**config.mk**
```make
export PLATFORM = sky130hd
export DESIGN_NAME = fetch_stage
export DESIGN_NICKNAME = d
export VERILOG_FILES = /design/src/rtl/fetch_stage_pkg.sv /design/src/rtl/fetch_stage.sv
export SDC_FILE = /design/constraint.sdc
export NUM_CORES = 1
export LEC_CHECK = 0
export BUFFER_PORTS_ARGS = -buffer_cell sky130_fd_sc_hd__buf_2
export CAP_MARGIN = 0
export CORE_ASPECT_RATIO = 0.8
export CORE_MARGIN = 3
export CORE_UTILIZATION = 51
export DETAILED_ROUTE_END_ITERATION = 6
export PLACE_DENSITY_LB_ADDON = 0.2
export SLEW_MARGIN = 10
export SYNTH_ARGS = -nofsm -noshare
export SYNTH_HDL_FRONTEND = slang
export SYNTH_SLANG_ARGS = --single-unit
```
**constraint.sdc**
```tcl
create_clock -name clk -period 2.3 [get_ports clk]
set_clock_uncertainty 0.05 [all_clocks]
set_input_delay 0.115 -clock clk [delete_from_list [all_inputs] [get_ports clk]]
set_output_delay 0.115 -clock clk [all_outputs]
set_load 0.005 [all_outputs]
```
**src/rtl/fetch_stage_pkg.sv**
```systemverilog
// Shared types and constants for the instruction fetch stage.
package fetch_stage_pkg;

    localparam int XLEN = 32;

    // addi x0,x0,0 -- the bubble placed in IF/ID whenever it holds no real instruction
    localparam logic [XLEN-1:0] NOP_WORD = 32'h0000_0013;

    localparam logic [XLEN-1:0] PC_STEP = 32'd4;

    typedef enum logic [1:0] {
        BOOT = 2'd0,
        RUN  = 2'd1,
        HALT = 2'd2
    } fetch_state_e;

    // True when an address is word aligned and may be loaded into the PC.
    function automatic logic is_word_aligned(input logic [XLEN-1:0] addr);
        return (addr[1:0] == 2'b00);
    endfunction

endpackage

```
**src/rtl/fetch_stage.sv**
```systemverilog
// Instruction fetch stage: PC register, IF/ID pipeline register and a small
// sequencing FSM. Instruction memory lives outside and answers combinationally.
//
//   state | meaning
//   ------+---------------------------------------------------------------
//   BOOT  | first cycle after reset release; PC parked at RESET_PC, no capture
//   RUN   | normal fetch; honours redirect (highest priority) and stall
//   HALT  | misaligned redirect seen; everything frozen until reset
module fetch_stage
    import fetch_stage_pkg::*;
#(
    parameter logic [XLEN-1:0] RESET_PC  = 32'h0000_0000,
    parameter logic [XLEN-1:0] NOP_INSTR = NOP_WORD
) (
    input  logic            clk,
    input  logic            rst,
    output logic [XLEN-1:0] imem_addr,
    input  logic [XLEN-1:0] imem_rdata,
    input  logic            stall_i,
    input  logic            redirect_i,
    input  logic [XLEN-1:0] redirect_pc_i,
    output logic            id_valid_o,
    output logic [XLEN-1:0] id_instr_o,
    output logic [XLEN-1:0] id_pc_o,
    output logic [XLEN-1:0] id_pc_plus4_o,
    output logic            fault_o
);

    // Low PC bits are forced to zero so the PC can never become misaligned,
    // even if a misaligned RESET_PC is supplied.
    localparam logic [XLEN-1:0] RESET_PC_ALIGNED = {RESET_PC[XLEN-1:2], 2'b00};

    fetch_state_e    state_q, state_d;
    logic [XLEN-1:0] pc_q, pc_d;
    logic            valid_q, valid_d;
    logic [XLEN-1:0] instr_q, instr_d;
    logic [XLEN-1:0] id_pc_q, id_pc_d;
    logic [XLEN-1:0] id_pc_plus4_q, id_pc_plus4_d;
    logic            fault_q, fault_d;
    logic [XLEN-1:0] pc_plus4;

    // Sequential PC arithmetic wraps modulo 2^32 by width.
    assign pc_plus4 = pc_q + PC_STEP;

    // State, PC and IF/ID registers; reset clears them asynchronously.
    always_ff @(posedge clk or negedge rst) begin
        if (!rst) begin
            state_q       <= BOOT;
            pc_q          <= RESET_PC_ALIGNED;
            valid_q       <= 1'b0;
            instr_q       <= NOP_INSTR;
            id_pc_q       <= '0;
            id_pc_plus4_q <= '0;
            fault_q       <= 1'b0;
        end else begin
            state_q       <= state_d;
            pc_q          <= pc_d;
            valid_q       <= valid_d;
            instr_q       <= instr_d;
            id_pc_q       <= id_pc_d;
            id_pc_plus4_q <= id_pc_plus4_d;
            fault_q       <= fault_d;
        end
    end

    // Next-state and next-register logic; everything holds unless RUN says otherwise.
    always_comb begin
        state_d       = state_q;
        pc_d          = pc_q;
        valid_d       = valid_q;
        instr_d       = instr_q;
        id_pc_d       = id_pc_q;
        id_pc_plus4_d = id_pc_plus4_q;
        fault_d       = fault_q;

        case (state_q)
            BOOT: begin
                state_d = RUN;
            end
            RUN: begin
                if (redirect_i) begin
                    // The word fetched this cycle is on the wrong path: squash it.
                    valid_d = 1'b0;
                    instr_d = NOP_INSTR;
                    if (is_word_aligned(redirect_pc_i)) begin
                        pc_d = redirect_pc_i;
                    end else begin
                        fault_d = 1'b1;
                        state_d = HALT;
                    end
                end else if (!stall_i) begin
                    valid_d       = 1'b1;
                    instr_d       = imem_rdata;
                    id_pc_d       = pc_q;
                    id_pc_plus4_d = pc_plus4;
                    pc_d          = pc_plus4;
                end
            end
            HALT: begin
                state_d = HALT;
            end
            default: begin
                state_d = BOOT;
            end
        endcase
    end

    assign imem_addr     = pc_q;
    assign id_valid_o    = valid_q;
    assign id_instr_o    = instr_q;
    assign id_pc_o       = id_pc_q;
    assign id_pc_plus4_o = id_pc_plus4_q;
    assign fault_o       = fault_q;

endmodule

```
==> results of run 1 <==
[cells in the final DEF (no fill, tap or decap), types with 2 or more instances in the layout]
master	n
or4_1	10
or4_4	3
clkbuf_16	17
dfrtp_1	125
nor3_1	6
o22ai_1	4
nor2_1	22
o21ai_0	35
a21oi_1	15
a22oi_1	11
ha_1	3
buf_4	33
nor2b_1	5
clkinv_4	2
a2bb2oi_1	3
bufinv_16	3
o211ai_1	20
xnor2_1	10
nor4_1	7
mux2i_1	3
nand3_1	34
and4_1	5
dfstp_2	3
inv_1	7
buf_12	3
xor2_1	3
nand4_1	19
o2bb2ai_1	7
nand4b_1	2
dfrtp_2	2
dlygate4sd3_1	58
a21boi_0	3
and3_1	5
clkbuf_1	3
buf_2	196
a22o_1	29
clkinv_2	4
nand2_1	151
o31ai_1	2
a21o_1	3
[sequential cells by signal, indices dropped and copies added, names as in the netlist]
register       count
id_pc_o           32
id_instr_o        32
id_valid_o         1
state_q            2
id_pc_plus4_o     30
fault_o            1
imem_addr         32
[worst min-delay path: stages]
cell	delay (ps)
buf_2	80
o22ai_1	80
a2bb2oi_1	160
[layout make-up]
type,instances,area [µm²],area share (%)
timing repair buffer,291,1881,22.30
tap,144,180.2,2.137
sequential,130,3259,38.66
inverter,7,26.28,0.3116
clock buffer,21,450.4,5.342
clock inverter,10,135.1,1.603
multi-input combinational,437,2500,29.65
[report_power, final]
| part | internal, µW | leakage, µW | total [µW] | switching, µW |
|---|---|---|---|---|
| combinational | 1750 | 0.00229 | 3770 | 2020 |
| clock | 1720 | 0.000287 | 2700 | 982 |
| sequential | 3260 | 0.00159 | 4010 | 751 |
| total | 6730 | 0.00417 | 10500 | 3750 |
[metrics by stage]
| stage | cells | total power [µW] | util, % | area [µm²] |
|---|---|---|---|---|
| final | 1040 | 10480 | 75.36 | 8432 |
| after global routing | 1040 | 11120 | 75.36 | 8432 |
| after CTS | 1040 | 10470 | 75.34 | 8429 |
| after detailed placement | 951 | 7663 | 64.92 | 7263 |
| after global placement | 951 | 7502 | 64.92 | 7263 |
| after floorplan | 629 | 5807 | - | 6017 |
[worst max path at each step]
stage,start,endpoint,depth (start not counted)
CTS,imem_addr[2],id_pc_plus4_o[18],6
floorplan,imem_addr[3],id_pc_plus4_o[26],6
global placement,imem_addr[11],id_pc_plus4_o[27],4
global route,imem_addr[2],id_pc_plus4_o[18],6
finish,imem_addr[2],id_pc_plus4_o[18],6
detailed placement,imem_addr[2],id_pc_plus4_o[18],6
[layer usage]
metal	routed length [µm]	GRT usage [%]
met5	0	0
met4	401	12.04
met3	1979	8.234
met2	8903	44.93
met1	7897	38.78
[kinds of logic (layout without fill, tap and decap cells)]
| group | Yosys count | after routing | synth area share [%] |
|---|---|---|---|
| compound gates | 140 | 140 | 16.34 |
| xor+xnor | 13 | 13 | 1.892 |
| fa+ha+maj | 3 | 3 | 0.6239 |
| buf+inv | 62 | 329 | 4.533 |
| flops | 130 | 130 | 54.13 |
| mux | 3 | 3 | 0.4991 |
| simple gates | 278 | 278 | 21.98 |
[repair_timing]
| item | in CTS | in global routing |
|---|---|---|
| hold buffers | 58 | 0 |
| gates resized for setup | 0 | 3 |
| endpoints found under the setup margin | 0 | 2 |
| hold endpoints to repair | 110 | 0 |
==> results.yml, run 1 <==
yosys:
  syn_avg_cell_area_um2: 9.566
  async_reset_ff_share_pct: 100.0
  synthMostInstantiatedCell: "nand2_1"
  synth_area_um2: 6017
  yosysSeqAreaShare_pct: 54.13
  synth_seq_cells: 130
  synth_warnings: 0
  synth.top_cells.by_area: "dfrtp_1 (53%), nand2_1 (9.4%), a22o_1 (4.2%)"
  synth_common_cells: "nand2_1 (151), dfrtp_1 (127), clkbuf_1 (35), o21ai_0 (35), nand3_1 (34)"
  synth_top_area_share_pct: 52.82
  synth_flop_cell: "dfrtp_1"
  synth_top_area_cell: "dfrtp_1"
  synthCells: 629
  yosysUniqueCellTypes: 50
  synth_edf_count: 0
  syn_nets: 700
cts:
  root_buffer: "clkbuf_16"
  htreeDepth: 4
  postCtsSetupRepairBufs: 0
  cts_buffer_depth: 2
  clk_latency_ps: 410
  cts.clk_slew.worst_paths_ps: 60
  cts_buffers: 17
  cts_sinks: 130
  cts_tree: "yes"
sta:
  fin_crit_sh_pct: 93.62
  rsz0062_at_grt: "no"
  slew_headroom_pct: 41.78
  fmax_mhz: 464.4
  hold_viol_final: 0
  fin_setup_tns_ps: 0
  holdWs_ps: 15.65
  setup_viol: 0
  slew_violations: 0
  final_critical_path_setup_slack_ps: 146.8
  worst_pin_slew_ps: 872.4
  fin_crit_ps: 2153
worst_setup_path:
  cp_num_buf_inv: 1
  r2r_end: "id_pc_plus4_o[18]"
  critPathMaxFanout: 13
  path_cells: "ha_1 > nand4_1 > or4_1 > buf_4 > or4_1 > o211ai_1"
  critPathLaunchType: "flip-flop"
  worst-r2r-setup-slack_ps: 150
  crit_path_end_kind: "flip-flop"
  criticalPathCategory: "reg2reg"
  cp_slowest_cell: "or4_1"
  reg2reg_from: "imem_addr[2]"
  cp_data_required_time_ps: 2570
  cpPeakStageDelay_ps: 510
  cp_data_arrival_time_ps: 2420
  path_common_cell: "or4_1"
  r2r_cells: 6
  critPathTopFamily: "simple AND/OR/NAND/NOR gates"
finish:
  syn2layout_area_growth_pct: 40.13
  nFillCells: 770
  num_antenna_cells: 0
  layout-drive-gt1-share_pct: 30.80
  nets: 955
floorplanning:
  dieArea_um2: 13150
  initial_core_util_pct: 53.78
  num_rows: 34
  dieHeight_um: 103.2
  ioPinCount: 198
  core-area_um2: 11190
  die_x_um: 127.4
global_routing:
  grt_antenna_before_repair: 0
  grt_pass1_vias: 5847
  grt_pass1_wl_mm: 29.70
  grt_max_degree: 57
  track_usage_pct: 28.98
  grt-ovfl-total: 0
route:
  post-route-drc-count: 0
  ant_nets: 0
  via_per_inst: 5.802
  dr.first_iter.drc_count: 535
  wl_mm: 19.18
  wl_per_cell_um: 18.44
  num_vias: 6034
  drt-pass1-iter-count: 5
status:
  outcome: "finished, final reports clean"
min_path:
  hold_class: "in2reg"
  hold-path-endpoint: "imem_addr[11]"
  worstHoldStart: "redirect_pc_i[11]"
  min_path_cells: 3
pwr:
  leakage_uw: 0.004173
  p_per_area_nw_per_um2: 1243
  peakVddDrop_v: 0.0006584
job:
  maxCapViolations: 0
placement:
  port_buffers: 197
  preCtsSetupSlack_ps: 134.3
  dp_hpwl_mm: 12.79
  gp_congestion: 0.9045
(Power assumes the default switching activity.)
==> run 2: changes to the inputs <==
- CORE_ASPECT_RATIO: 0.8 -> 0.6
- RECOVER_POWER: default -> 100
==> run 2 against run 1 <==
  * The run now ends with capacitance limit, slew limit left
  * Die area is 0.26% higher
  * Sequential share of layout area grew 0.94 points
  * Design area decreased by 2.4%
  * Hold slack got worse by 6.8 ps
  * Clock-buffer cell count decreased by 2
  * Utilization decreased by 3.3 points
  * Total power shrank 2.9%
  * Critical path type unchanged
==> results.yml, run 2 (synthesized netlist as in run 1, its figures left out) <==
status:
  outcome: "complete, but fails checks"
  violations: "capacitance limit, slew limit"
worst_setup_path:
  cpPeakStageDelay_ps: 680
  path_cells: "nand4_1 > or4_4 > or4_1 > nand4_1"
  cp_slowest_cell: "or4_4"
  path_common_cell: "nand4_1"
  criticalPathCategory: "reg2reg"
  cp_num_buf_inv: 0
  critPathMaxFanout: 22
  cp_data_arrival_time_ps: 2480
  critPathLaunchType: "flip-flop"
  critPathTopFamily: "simple AND/OR/NAND/NOR gates"
  cp_data_required_time_ps: 2590
  crit_path_end_kind: "flip-flop"
pwr:
  clkPwrFrac_pct: 25.3
  p_per_area_nw_per_um2: 1237
  power_switching_uw: 3856
  switching_share_pct: 37.89
  pwr-share-seq_pct: 39.4
  p_comb_share_pct: 35.4
  peakVddDrop_v: 0.0006010
  p_int_uw: 6321
  total_power_uw: 10180
  leakage_uw: 0.003846
finish:
  syn2layout_area_growth_pct: 36.70
  nets: 952
  num_antenna_cells: 0
  layout-drive-gt1-share_pct: 20.72
  mostFrequentLayoutCells: "nand2_1 (151), dfrtp_1 (127), buf_2 (124), clkbuf_1 (85), dlygate4sd3_1 (57)"
  instances_no_fill: 1053
  mostFrequentLayoutCell: "nand2_1"
  nFillCells: 900
sta:
  slew_violations: 66
  worst_pin_slew_ps: 1630
  fin_crit_ps: 2188
  holdWs_ps: 8.852
  slew_headroom_pct: -8.669
  hold_viol_final: 0
  fmax_mhz: 457.0
  rsz0062_at_grt: "no"
  fin_setup_tns_ps: 0
  fin_crit_sh_pct: 95.14
  final_critical_path_setup_slack_ps: 111.8
  setup_viol: 0
cts:
  cts.clk_slew.worst_paths_ps: 60
  cts_buffer_depth: 2
  cts_buffers: 17
  root_buffer: "clkbuf_16"
  cts_tree: "yes"
  clk_latency_ps: 410
  htreeDepth: 4
  cts_sinks: 130
floorplanning:
  dieHeight_um: 90.14
  dieArea_um2: 13180
  num_rows: 30
  die_x_um: 146.2
  initial_core_util_pct: 52.73
  ioPinCount: 198
  core-area_um2: 11410
min_path:
  hold_class: "in2reg"
route:
  wl_mm: 19.52
  dr.first_iter.drc_count: 555
  via_per_inst: 5.796
  wl_per_cell_um: 18.54
  post-route-drc-count: 0
  ant_nets: 0
  num_vias: 6103
  drt-pass1-iter-count: 5
placement:
  dp.cells: 965
  port_buffers: 197
  dp_hpwl_mm: 12.31
  gp_congestion: 0.8951
  preCtsSetupSlack_ps: 37.00
global_routing:
  grt_pass1_vias: 6079
  grt-ovfl-total: 0
  track_usage_pct: 29.55
  grt_antenna_before_repair: 0
  grt_max_degree: 66
  grt_pass1_wl_mm: 31.38
job:
  maxCapViolations: 1
==> run 2: cell count changes in the layout (fill, tap and decap cells not counted), sizes merged <==
cell | previous run | this run
clkinvlp | 1 | 3
clkbuf | 21 | 108
buf | 233 | 142
dlygate4sd3 | 58 | 57
clkinv | 6 | 8
bufinv | 3 | 1
==> run 2: layer usage <==
| layer | vias to the layer above | wire, µm | GRT usage [%] |
|---|---|---|---|
| li1 | 2750 | - | - |
| met1 | 2984 | 8381 | 40.51 |
| met2 | 328 | 8932 | 45.21 |
| met3 | 41 | 1843 | 7.708 |
| met4 | 0 | 367 | 11.74 |
| met5 | - | 0 | 0 |
==> run 2: worst reg2reg max path: stages (launching register included) <==
cell,delay [ps]
dfrtp_1,490
nand4_1,200
or4_4,680
or4_1,560
nand4_1,130
==> run 2: stage by stage <==
| step | utilization [%] | area [µm²] |
|---|---|---|
| after floorplan | - | 6017 |
| after detailed placement | 63.59 | 7256 |
| after CTS | 73.53 | 8391 |
| after global routing | 72.08 | 8225 |
| final | 72.08 | 8225 |
| after global placement | 63.59 | 7256 |
==> run 2: repair_timing <==
item / CTS / global route
endpoints found under the setup margin: 0 / 10
endpoints found under the hold margin: 119 / 0
setup buffers: 0 / 0
hold buffers: 57 / 0
gates resized for setup: 0 / 3
==> run 2: area by class of cell <==
cell class                      instances  area (µm²)  area share [%]
Clock buffer                           19       452.9           5.507
Inverter                                7       26.28          0.3194
Clock inverter                         12       111.4           1.354
Timing Repair Buffer                  288        1685           20.49
Multi-Input combinational cell        437        2492           30.30
Sequential cell                       130        3257           39.60
Tap cell                              160       200.2           2.434
==> run 2: worst paths after layout <==
check	from	end	slack (ps)	cells after the start
hold reg to reg	id_pc_o[19]	id_pc_o[19]	420	2
hold / removal	redirect_pc_i[12]	imem_addr[12]	9	3
max in group asynchronous	rst	id_instr_o[1]	400	3
setup / recovery	imem_addr[9]	imem_addr[31]	110	4
setup reg to reg	imem_addr[9]	imem_addr[31]	110	4
min in group asynchronous	rst	id_pc_o[21]	600	2
==> run 2: power by group through the flow <==
stage | Combinational (µW) | Sequential [µW] | Clock (µW)
2_1_floorplan | 1860 | 3950 | 0
3_3_place_gp | 3550 | 3920 | 0
3_5_place_dp | 3680 | 3970 | 0
4_1_cts | 3780 | 3960 | 2600
5_1_grt | 3980 | 4120 | 2710
6_report | 3600 | 4010 | 2570
